## src/rtl/afifo_wr_arbiter.sv

```systemverilog
// afifo_wr_arbiter
// Shares the write side of an async FIFO between NUM_REQ requesters that all
// live in the write-clock domain. Grants rotate round-robin, each grant is
// capped at MAX_BURST accepted beats, and a grant that stays blocked by wfull
// for MAX_FULL_RETRY consecutive cycles is released with a timeout pulse.
//
// Ports
//   wclk        write clock, all state on posedge
//   wrst        synchronous active-high reset
//   req_valid   per-requester "has a beat"
//   req_data    packed lanes, lane i = req_data[i*DATA_WIDTH +: DATA_WIDTH]
//   req_ready   per-requester "beat accepted this cycle" (one-hot or zero)
//   wfull       FIFO full flag, already in the wclk domain
//   winc        FIFO write enable (combinational from the granted beat)
//   wdata       FIFO write data (lane of the current/last grant)
//   grant_vld   a requester currently holds the grant
//   grant_id    current/last granted requester
//   timeout     one-cycle pulse when a grant is released on full timeout
//   timeout_id  requester that timed out, valid with timeout
//   wr_count    total accepted beats, wraps at 2^32
module afifo_wr_arbiter #(
  parameter int DATA_WIDTH     = 8,
  parameter int NUM_REQ        = 4,
  parameter int MAX_BURST      = 4,
  parameter int MAX_FULL_RETRY = 10
) (
  input  logic                          wclk,
  input  logic                          wrst,
  input  logic [NUM_REQ-1:0]            req_valid,
  input  logic [NUM_REQ*DATA_WIDTH-1:0] req_data,
  output logic [NUM_REQ-1:0]            req_ready,
  input  logic                          wfull,
  output logic                          winc,
  output logic [DATA_WIDTH-1:0]         wdata,
  output logic                          grant_vld,
  output logic [$clog2(NUM_REQ)-1:0]    grant_id,
  output logic                          timeout,
  output logic [$clog2(NUM_REQ)-1:0]    timeout_id,
  output logic [31:0]                   wr_count
);

  localparam int IDW = $clog2(NUM_REQ);
  localparam int BW  = $clog2(MAX_BURST + 1);
  localparam int RW  = $clog2(MAX_FULL_RETRY + 1);

  // Counter values at which the current beat/blocked cycle is the last one.
  localparam logic [BW-1:0] BURST_LAST = BW'(MAX_BURST - 1);
  localparam logic [RW-1:0] RETRY_LAST = RW'(MAX_FULL_RETRY - 1);

  typedef enum logic {
    IDLE,
    GRANT
  } state_t;

  state_t          state_q, state_d;
  logic [IDW-1:0]  grant_id_q, grant_id_d;
  logic [BW-1:0]   beat_cnt_q, beat_cnt_d;
  logic [RW-1:0]   retry_cnt_q, retry_cnt_d;
  logic            timeout_q, timeout_d;
  logic [IDW-1:0]  timeout_id_q, timeout_id_d;
  logic [31:0]     wr_count_q, wr_count_d;

  // Unpack the requester lanes.
  logic [DATA_WIDTH-1:0] lane [NUM_REQ];

  for (genvar gi = 0; gi < NUM_REQ; gi++) begin : g_lane
    assign lane[gi] = req_data[gi*DATA_WIDTH +: DATA_WIDTH];
  end

  // Index `offs` positions after `base`, wrapping modulo NUM_REQ (also
  // correct when NUM_REQ is not a power of two).
  function automatic logic [IDW-1:0] rr_index(input logic [IDW-1:0] base, input int offs);
    int sum;
    sum = (int'(base) + offs) % NUM_REQ;
    return IDW'(sum);
  endfunction

  // Round-robin pick: first valid requester after the last grant.
  logic           rr_found;
  logic [IDW-1:0] rr_winner;
  logic [IDW-1:0] rr_cand;

  always_comb begin
    rr_found  = 1'b0;
    rr_winner = grant_id_q;
    rr_cand   = grant_id_q;
    for (int k = 1; k <= NUM_REQ; k++) begin
      rr_cand = rr_index(grant_id_q, k);
      if (!rr_found && req_valid[rr_cand]) begin
        rr_found  = 1'b1;
        rr_winner = rr_cand;
      end
    end
  end

  // Datapath: only the granted requester can ever produce a write, and the
  // write is gated by wfull and by reset in the same cycle.
  logic in_grant;
  logic granted_valid;
  logic beat;

  assign in_grant      = (state_q == GRANT) && !wrst;
  assign granted_valid = req_valid[grant_id_q];
  assign beat          = in_grant && granted_valid && !wfull;

  assign winc      = beat;
  assign wdata     = lane[grant_id_q];
  assign req_ready = beat ? (NUM_REQ'(1) << grant_id_q) : '0;

  // Next-state logic.
  always_comb begin
    state_d      = state_q;
    grant_id_d   = grant_id_q;
    beat_cnt_d   = beat_cnt_q;
    retry_cnt_d  = retry_cnt_q;
    timeout_d    = 1'b0;
    timeout_id_d = timeout_id_q;
    wr_count_d   = wr_count_q + {31'd0, beat};

    case (state_q)
      IDLE: begin
        beat_cnt_d  = '0;
        retry_cnt_d = '0;
        if (rr_found) begin
          grant_id_d = rr_winner;
          state_d    = GRANT;
        end
      end

      GRANT: begin
        if (!granted_valid) begin
          // Requester withdrew: release immediately.
          state_d     = IDLE;
          beat_cnt_d  = '0;
          retry_cnt_d = '0;
        end else if (beat) begin
          retry_cnt_d = '0;
          if (beat_cnt_q == BURST_LAST) begin
            state_d    = IDLE;
            beat_cnt_d = '0;
          end else begin
            beat_cnt_d = beat_cnt_q + BW'(1);
          end
        end else begin
          // Blocked by wfull. A beat on the final retry cycle takes the
          // other branch, so the timeout only fires if wfull is still set.
          if (retry_cnt_q == RETRY_LAST) begin
            timeout_d    = 1'b1;
            timeout_id_d = grant_id_q;
            state_d      = IDLE;
            beat_cnt_d   = '0;
            retry_cnt_d  = '0;
          end else begin
            retry_cnt_d = retry_cnt_q + RW'(1);
          end
        end
      end

      default: state_d = IDLE;
    endcase
  end

  always_ff @(posedge wclk) begin
    if (wrst) begin
      state_q      <= IDLE;
      grant_id_q   <= IDW'(NUM_REQ - 1);  // so requester 0 wins first
      beat_cnt_q   <= '0;
      retry_cnt_q  <= '0;
      timeout_q    <= 1'b0;
      timeout_id_q <= '0;
      wr_count_q   <= '0;
    end else begin
      state_q      <= state_d;
      grant_id_q   <= grant_id_d;
      beat_cnt_q   <= beat_cnt_d;
      retry_cnt_q  <= retry_cnt_d;
      timeout_q    <= timeout_d;
      timeout_id_q <= timeout_id_d;
      wr_count_q   <= wr_count_d;
    end
  end

  assign grant_vld  = (state_q == GRANT);
  assign grant_id   = grant_id_q;
  assign timeout    = timeout_q;
  assign timeout_id = timeout_id_q;
  assign wr_count   = wr_count_q;

endmodule
```

## config.mk

```make
export PLATFORM = sky130hd
export DESIGN_NAME = afifo_wr_arbiter
export DESIGN_NICKNAME = d
export VERILOG_FILES = /design/src/rtl/afifo_wr_arbiter.sv
export SDC_FILE = /design/constraint.sdc
export NUM_CORES = 1
export LEC_CHECK = 0
export CORE_MARGIN = 5
export CORE_UTILIZATION = 56
export DETAILED_ROUTE_END_ITERATION = 16
export DONT_BUFFER_PORTS = 1
export MAX_ROUTING_LAYER = met4
export PLACE_DENSITY_LB_ADDON = 0.25
export SETUP_SLACK_MARGIN = 0.05
export SYNTH_ARGS = -nofsm -noshare
export SYNTH_HDL_FRONTEND = slang
export SYNTH_SLANG_ARGS = --single-unit
export TNS_END_PERCENT = 1
```

## constraint.sdc

```tcl
create_clock -name wclk -period 2.7 [get_ports wclk]
set_clock_uncertainty 0.1 [all_clocks]
set_input_delay 0 -clock wclk [delete_from_list [all_inputs] [get_ports wclk]]
set_output_delay 0 -clock wclk [all_outputs]
set_load 0.05 [all_outputs]
```

After elaboration in Yosys (flattened, before gate mapping)
Index checks and enable logic that the tools add are counted.
{ "word_totals": {"wordCells": 81, "out_inout_bits": 51, "regBits": 45, "in_bits": 39} }
{ "classes": {"reduce_logical": 15, "order_cmp": 6, "n_bitwise": 4, "n_shift": 1, "muxes": 38, "add_sub_neg": 7, "eq_ne": 3} }
{ "op_table": {"columns": ["operator", "n"], "rows": [
  ["32-bit by 1-bit adder with 32-bit output", 1],
  ["8-bit binary-select mux with 2-bit select", 1],
  ["4-bit 2-to-1 mux", 4],
  ["8-bit 2-to-1 mux", 2],
  ["2-bit by 3-bit < comparator with 1-bit output (second input constant)", 5],
  ["1-bit 2-to-1 mux", 15],
  ["3-bit 2-to-1 mux", 4],
  ["1-bit binary-select mux with 2-bit select", 5],
  ["2-bit 2-to-1 mux", 4],
  ["4-bit one-hot mux with 2 select lines", 1],
  ["1-bit logical AND", 6],
  ["3-bit one-hot mux with 2 select lines", 1],
  ["1-bit zero test", 5],
  ["2-bit by 1-bit adder with 2-bit output (second input constant)", 2],
  ["2-bit adder (second input constant)", 2],
  ["4-bit by 1-bit adder with 4-bit output (second input constant)", 1],
  ["4-bit == test (second input constant)", 1],
  ["4-bit by 2-bit inequality test with 1-bit output (second input constant)", 1],
  ["4-bit AND reduction", 1],
  ["4-bit nonzero test", 1],
  ["4-bit OR reduction", 1],
  ["1-bit by 2-bit left shift with 4-bit output (first input constant)", 1],
  ["3-bit by 1-bit adder with 3-bit output (second input constant)", 1],
  ["3-bit by 2-bit == test with 1-bit output (second input constant)", 1],
  ["5 further kinds", 7]
]} }

Longest topological paths before layout
Gate-level depths: netlist (run 1).
{ "depth": {"depth_word": 15, "mapped_depth": 10, "ltp_nobuf": 8} }

Worst setup path after synthesis (run 1)
No wires, ideal clock.
{ "synth_path": {"path_type": "register -> register", "start": "register grant_id_q[0], in the netlist grant_id[0]", "end": "register wr_count_q[26], in the netlist wr_count[26]", "required_ps": 2530, "synth_period_minus_slack_ps": 3857, "n_path_buf": 2, "setup_slack_ps": -1157, "arrival_ps": 3687, "stages_incl_launch_ff": 11, "setup_time_ps": 70, "path_cell_list": "dfxtp_1 > buf_2 > mux4_2 > and3_1 > ha_1 > ha_1 > nand2_1 > or4_1 > clkbuf_1 > or4_1 > a21oi_1"} }
{ "synth_via": {"elab_chain_cells": 5} }
{ "synth_rtl": {"columns": ["element", "line", "rtl"], "rows": [
  ["from (decl)", "56", "logic [IDW-1:0] grant_id_q, grant_id_d;"],
  ["from (signal assigned)", "166", "grant_id_q <= IDW'(NUM_REQ - 1);"],
  ["from (signal assigned)", "174", "grant_id_q <= grant_id_d;"],
  ["1-bit binary-select mux with 2-bit select", "103", "assign granted_valid = req_valid[grant_id_q];"],
  ["1-bit 2-to-1 mux (not written as such)", "103", null],
  ["1-bit logical AND (2 in series)", "104", "assign beat = in_grant && granted_valid && !wfull;"],
  ["via winc", "33", "output logic winc,"],
  ["32-bit by 1-bit adder with 32-bit output", "118", "wr_count_d = wr_count_q + {31'd0, beat};"],
  ["to (signal assigned)", "179", "wr_count_q <= wr_count_d;"],
  ["to (decl)", "61", "logic [31:0] wr_count_q, wr_count_d;"]
]} }
The timed path passes the listed nets, and every way through them passes these cells. The select of a mux whose other input is x is not followed.
A chain may end at the register's enable or synchronous reset.

Final worst setup path (run 1)
{ "layout_path": {"start": "register grant_id_q[0], in the netlist grant_id[0]", "end": "register wr_count_q[20], in the netlist wr_count[20]"} }
{ "layout_via": {"elab_chain_cells": 5} }
{ "layout_rtl": {"columns": ["element", "line"], "rows": [
  ["1-bit binary-select mux with 2-bit select", "103"],
  ["1-bit 2-to-1 mux (not written as such)", "103"],
  ["1-bit logical AND (2 in series)", "104"],
  ["32-bit by 1-bit adder with 32-bit output", "118"]
]} }
Every way passes these cells. The select of a mux whose other input is x is not followed.

==> results of run 1 <==
==> timing repair <==
| item | in CTS | in global routing |
|---|---|---|
| endpoints found under the setup margin | 6 | 12 |
| hold endpoints to repair | 45 | 0 |
| gates resized for setup | 1 | 6 |
| pin swaps | 0 | 3 |
| hold buffers | 15 | 0 |
==> power by group through the flow <==
| stage | Combinational, mW | Clock, mW | Sequential (mW) |
|---|---|---|---|
| finish | 0.463 | 0.430 | 0.686 |
| detailed placement | 0.432 | 0 | 0.702 |
| global route | 0.492 | 0.465 | 0.687 |
| floorplan | 0.355 | 0 | 0.740 |
| CTS | 0.464 | 0.436 | 0.686 |
| global placement | 0.421 | 0 | 0.701 |
==> cells in the mapped netlist, types with 2 or more instances <==
master | count | area (µm²)
inv_1 | 11 | 41.3
xor2_1 | 3 | 26.3
xnor2_1 | 8 | 70.1
nand2b_1 | 2 | 12.5
nand4_1 | 6 | 37.5
or3_2 | 3 | 22.5
or4_1 | 18 | 135
buf_2 | 2 | 10.0
or3_1 | 4 | 25.0
nor3_1 | 6 | 30.0
nor2_1 | 27 | 101
mux2i_1 | 7 | 70.1
a211o_1 | 2 | 17.5
dfxtp_1 | 45 | 901
and3_1 | 2 | 12.5
buf_1 | 4 | 15.0
and2_1 | 6 | 37.5
o21ai_0 | 6 | 30.0
mux4_2 | 11 | 248
nor2b_1 | 3 | 18.8
nand3b_1 | 2 | 15.0
nand3_1 | 9 | 45.0
nand2_1 | 16 | 60.1
o31ai_1 | 14 | 105
a31oi_1 | 2 | 12.5
clkbuf_1 | 8 | 30.0
ha_1 | 10 | 125
a21oi_1 | 22 | 110
and4_1 | 2 | 17.5
==> kinds of logic after synthesis <==
group                    Yosys count  share of synthesized area [%]
AO/OA/AOI/OAI                     51                           12.8
adder cells (fa/ha/maj)           10                           5.09
flip-flops                        45                           36.6
buffers and inverters             25                           3.92
AND/OR/NAND/NOR                  110                           24.7
XOR/XNOR                          11                           3.92
multiplexers                      18                           12.9
==> worst max path at each step <==
stage / to
2_1_floorplan: wr_count[23]$_SDFF_PP0_
5_1_grt: wr_count[31]$_SDFF_PP0_
3_5_place_dp: wr_count[31]$_SDFF_PP0_
4_1_cts: wr_count[16]$_SDFF_PP0_
6_report: wr_count[20]$_SDFF_PP0_
3_3_place_gp: wr_count[23]$_SDFF_PP0_
==> sequential cells by signal, summed over array words and instances (netlist names) <==
name and count:
wr_count 32, retry_cnt_q 4, beat_cnt_q 3, grant_id 2, timeout_id 2, grant_vld 1, timeout 1
==> worst reg2reg max path, cell delays in order, from the launching register on <==
cell and delay (ns):
dfxtp_4 0.35, mux4_2 0.34, and3_4 0.22, ha_4 0.15, ha_4 0.15, nand2_4 0.07
or4_4 0.60, or4_4 0.45, a21oi_2 0.13
==> cell type report <==
| cell class | count | area [µm²] | area share [%] |
|---|---|---|---|
| Sequential cell | 45 | 907 | 29.9 |
| Clock buffer | 6 | 82.6 | 2.72 |
| Clock inverter | 1 | 6.26 | 0.206 |
| Inverter | 11 | 41.3 | 1.36 |
| Timing Repair Buffer | 47 | 410 | 13.5 |
| Multi-Input combinational cell | 200 | 1520 | 50.2 |
| Tap cell | 52 | 65.1 | 2.14 |
==> routing by layer <==
metal / up-vias / wire [µm]
met3: 10 / 483
met1: 1122 / 2590
met2: 92 / 3630
li1: 1081 / -
met4: 0 / 108
met5: - / 0
==> through the flow <==
stage / instance area (µm²) / TNS, ns / setup WS (ns) / instances
detailed placement: 2750 / 0 / 0.0506 / 340
finish: 3040 / 0 / 0.0835 / 362
global route: 3040 / 0 / 0.000108 / 362
global placement: 2750 / 0 / 0.103 / 340
CTS: 3010 / 0 / 0.0329 / 362
floorplan: 2520 / -3.97 / -0.305 / 270
==> results.yml, run 1 <==
final_layout:
  drive_gt1_share_pct: 22.9
  layout_common_cells: "dfxtp_1, buf_4, nor2_1"
  syn_to_final_growth_pct: 23.5
  fin_nets: 359
  fill_cells: 343
  antennaDiodeCount: 0
  mostFrequentLayoutCell: "dfxtp_1"
  final_core_util_pct: 70.7
worst_hold_path:
  min_path_type: "input pin to register"
  holdPathStages: 3
  min_from: "req_valid[1]"
  hold_path_end: "grant_id[0]$_SDFFE_PP1P_"
yosys:
  ys_seq_area_share_pct: 36.6
  synth_ff_type: "dfxtp_1"
  ys_warn_count: 0
  avgSynthCellArea_um2: 9.11
  synth_seq_cells: 45
  netlist_area_um2: 2460
  synth_nets: 319
  async_flop_share_pct: 0
  synth_edf_count: 0
  synthDistinctLibCells: 38
  synthCells: 270
critical_path:
  cp_data_required_time_ns: 2.84
  cp-end-kind: "register"
  path_cells: "mux4_2, and3_4, ha_4, ha_4, nand2_4, or4_4, or4_4, a21oi_2"
  path_buf_inv: 0
  r2r_end: "wr_count[20]$_SDFF_PP0_"
  arrival_ns: 2.76
  reg2reg_depth: 8
  cp.depth: 8
  cp_top_family: "simple AND/OR/NAND/NOR gates"
  crit_fanout: 12
  crit_slowest_cell: "or4_4"
  rrSetupSlack_ns: 0.08
  reg2reg_from: "grant_id[0]$_SDFFE_PP1P_"
  crit_start: "grant_id[0]$_SDFFE_PP1P_"
  max_stage_delay_ns: 0.60
  cp-start-kind: "register"
  crit_type: "register to register"
timing:
  max_slew.worst_pin.slew_ns: 0.630
  drv_slew: 0
  period_share_pct: 96.9
  hold-worst-slack_ns: 0.0692
  fin_crit_ns: 2.62
  setup_viol_count_final: 0
  max-slew-margin-rel_pct: 58.0
  grt_setup_unrepaired: "true"
  hold_viol_final: 0
  fmax_mhz: 382
floorplanning:
  rows: 24
  fp.dieArea_um2: 5820
  die_h_um: 76.3
  core_area_um2: 4290
  die_w_um: 76.3
  start_util_pct: 57.3
  pin_count: 90
global_routing:
  grt_pass1_vias: 2247
  grt_overflow: 0
  top_usage_layer: "met2"
  grt_max_degree: 36
  use_met3_pct: 6.62
  grtUsageMet1_pct: 27.4
  grt_pass1_wl_mm: 11.0
  grt.met2_usage_pct: 38.8
  antenna_found_initial: 0
  grtUsageTotal_pct: 23.3
power:
  power_mw: 1.58
  cellLeakagePower_nw: 1.14
  max-vdd-ir-drop_mv: 0.354
  p_int_mw: 1.04
  p_per_area_nw_per_um2: 520
  switching_power_uw: 535
  pwr-share-seq_pct: 43.5
  pwr-share-comb_pct: 29.3
  switching_share_pct: 33.9
  clock_power_share_pct: 27.2
route:
  avgViaCountPerCell: 6.37
  ant_nets: 0
  routed_wl_mm: 6.81
  post_drt_wl_per_cell_um: 18.8
  drtPass1Iterations: 4
  drt_iter0_markers: 159
  via_count: 2305
  drc: 0
clock_network:
  cts_tree: "yes"
  cts_buffers: 5
  clkSlewWorstSetupHoldPaths_ns: 0.09
  post_cts_buffers: 0
  htreeDepth: 2
  root_buffer: "clkbuf_8"
  insertion_delay_ns: 0.30
  cts_buffer_depth: 2
  cts.sinks: 45
place:
  finalWeightedCongestion: 0.872
  hpwl_mm: 4.72
  portBuffers: 0
run_status:
  status: "completed"
flow_run:
  maxCapViolCount: 0
No activity file was read; power rests on OpenSTA's default activity.
==> inputs of run 2 (changes only) <==
CORE_UTILIZATION = 57   (was 56)
==> results.yml, run 2 (synthesized netlist as in run 1, its figures left out) <==
worst_hold_path:
  min_path_type: "input pin to register"
timing:
  fin_ws_ns: 0.0660
  setup_viol_count_final: 0
  grt_setup_unrepaired: "true"
  max_slew.worst_pin.slew_ns: 0.628
  max-slew-margin-rel_pct: 58.0
  hold-worst-slack_ns: 0.0496
  drv_slew: 0
  tns_ns: 0
  period_share_pct: 97.6
  fmax_mhz: 380
  fin_crit_ns: 2.63
  hold_viol_final: 0
final_layout:
  syn_to_final_growth_pct: 24.8
  fin_nets: 360
  multi_input_area_um2: 1530
  layout_common_cells: "dfxtp_1, buf_4, nor2_1"
  antennaDiodeCount: 0
  seqCellArea_um2: 907
  mostFrequentLayoutCell: "dfxtp_1"
  final_cells: 362
  fill_cells: 285
  stdcell_area_um2: 3070
  drive_gt1_share_pct: 23.7
  largest_reg_flops: 32
global_routing:
  antenna_found_initial: 0
  grt_overflow: 0
  grt_pass1_wl_mm: 10.5
  grtUsageTotal_pct: 24.7
  grt_pass1_vias: 2169
  grt_max_degree: 33
critical_path:
  rrSetupSlack_ns: 0.07
  reg2reg_depth: 8
  r2r_end: "wr_count[14]$_SDFF_PP0_"
  cp_data_required_time_ns: 2.81
  arrival_ns: 2.75
  reg2reg_from: "grant_id[0]$_SDFFE_PP1P_"
  cp-start-kind: "register"
  crit_fanout: 8
  crit_start: "grant_id[0]$_SDFFE_PP1P_"
  crit_type: "register to register"
  cp-end-kind: "register"
  crit_path_end: "wr_count[14]$_SDFF_PP0_"
route:
  drc: 0
  ant_nets: 0
  via_count: 2254
  post_drt_wl_per_cell_um: 18.1
  drtPass1Iterations: 4
  drt_iter0_markers: 213
  routed_wl_mm: 6.54
  avgViaCountPerCell: 6.23
clock_network:
  cts_buffer_depth: 2
  insertion_delay_ns: 0.29
  clkSlewWorstSetupHoldPaths_ns: 0.08
  cts_buffers: 5
  cts.sinks: 45
  root_buffer: "clkbuf_8"
  htreeDepth: 2
  cts_tree: "yes"
floorplanning:
  start_util_pct: 60.2
  rows: 23
  pin_count: 90
  die_h_um: 75.7
  fp.dieArea_um2: 5730
  die_w_um: 75.7
  core_area_um2: 4090
power:
  cellLeakagePower_nw: 1.17
  max-vdd-ir-drop_mv: 0.454
  p_per_area_nw_per_um2: 525
place:
  place_worst_setup_slack_ns: 0.0286
  portBuffers: 0
  hpwl_mm: 4.41
  post-place-cells: 338
  place_area_um2: 2750
  finalWeightedCongestion: 0.809
run_status:
  status: "completed"
flow_run:
  maxCapViolCount: 0
## run 2: repair_timing
item | CTS | global route
setup endpoints to repair | 6 | 12
pin swaps | 0 | 3
setup buffers | 0 | 0
hold buffers | 15 | 1
endpoints found under the hold margin | 45 | 1
resized for setup | 1 | 9
## run 2: how the worst min path moves through the flow
stage	start	endpoint	slack [ns]	cells after the start
2_1_floorplan	wfull	timeout$_SDFF_PP0_	0.04	2
3_3_place_gp	wrst	grant_vld$_SDFF_PP0_	-0.03	1
3_5_place_dp	wrst	grant_vld$_SDFF_PP0_	-0.03	1
4_1_cts	req_valid[1]	grant_id[0]$_SDFFE_PP1P_	0.02	3
5_1_grt	req_valid[0]	grant_id[0]$_SDFFE_PP1P_	0.03	3
6_report	req_valid[0]	grant_id[0]$_SDFFE_PP1P_	0.05	3
## run 2: report_power, final
group          switching, mW  total, mW  leakage, nW  internal (mW)
clock network          0.223      0.454       0.0542          0.232
logic                  0.303      0.470        0.755          0.168
registers            0.00917      0.686        0.363          0.677
total                  0.535       1.61         1.17           1.08
## run 2: final cells by class
type | count | share of cell area [%]
clock inverter | 1 | 0.163
sequential | 45 | 29.6
inverter | 11 | 1.35
clock buffer | 7 | 3.14
multi-input combinational | 200 | 50.0
timing repair buffer | 48 | 13.8
tap | 50 | 2.04
## run 2: per-stage QoR
stage | utilization (%) | power (mW)
2_1_floorplan | - | 1.09
5_1_grt | 75.1 | 1.68
3_3_place_gp | 67.3 | 1.12
6_report | 75.1 | 1.61
4_1_cts | 74.0 | 1.61
3_5_place_dp | 67.3 | 1.13
## run 2: per-layer routing
metal	share of wire, %	track usage (%)	vias up
met4	1.3	6.99	0
met3	7.9	7.12	8
met1	41	30.7	1092
li1	-	-	1089
met2	50	39.3	65
met5	0	-	-
## run 2: critical path, stage by stage (launching register included)
cell,delay [ns]
dfxtp_4,0.35
mux4_2,0.34
and3_4,0.22
ha_4,0.16
ha_4,0.15
nand2_4,0.06
or4_4,0.57
or4_1,0.42
a21oi_1,0.19
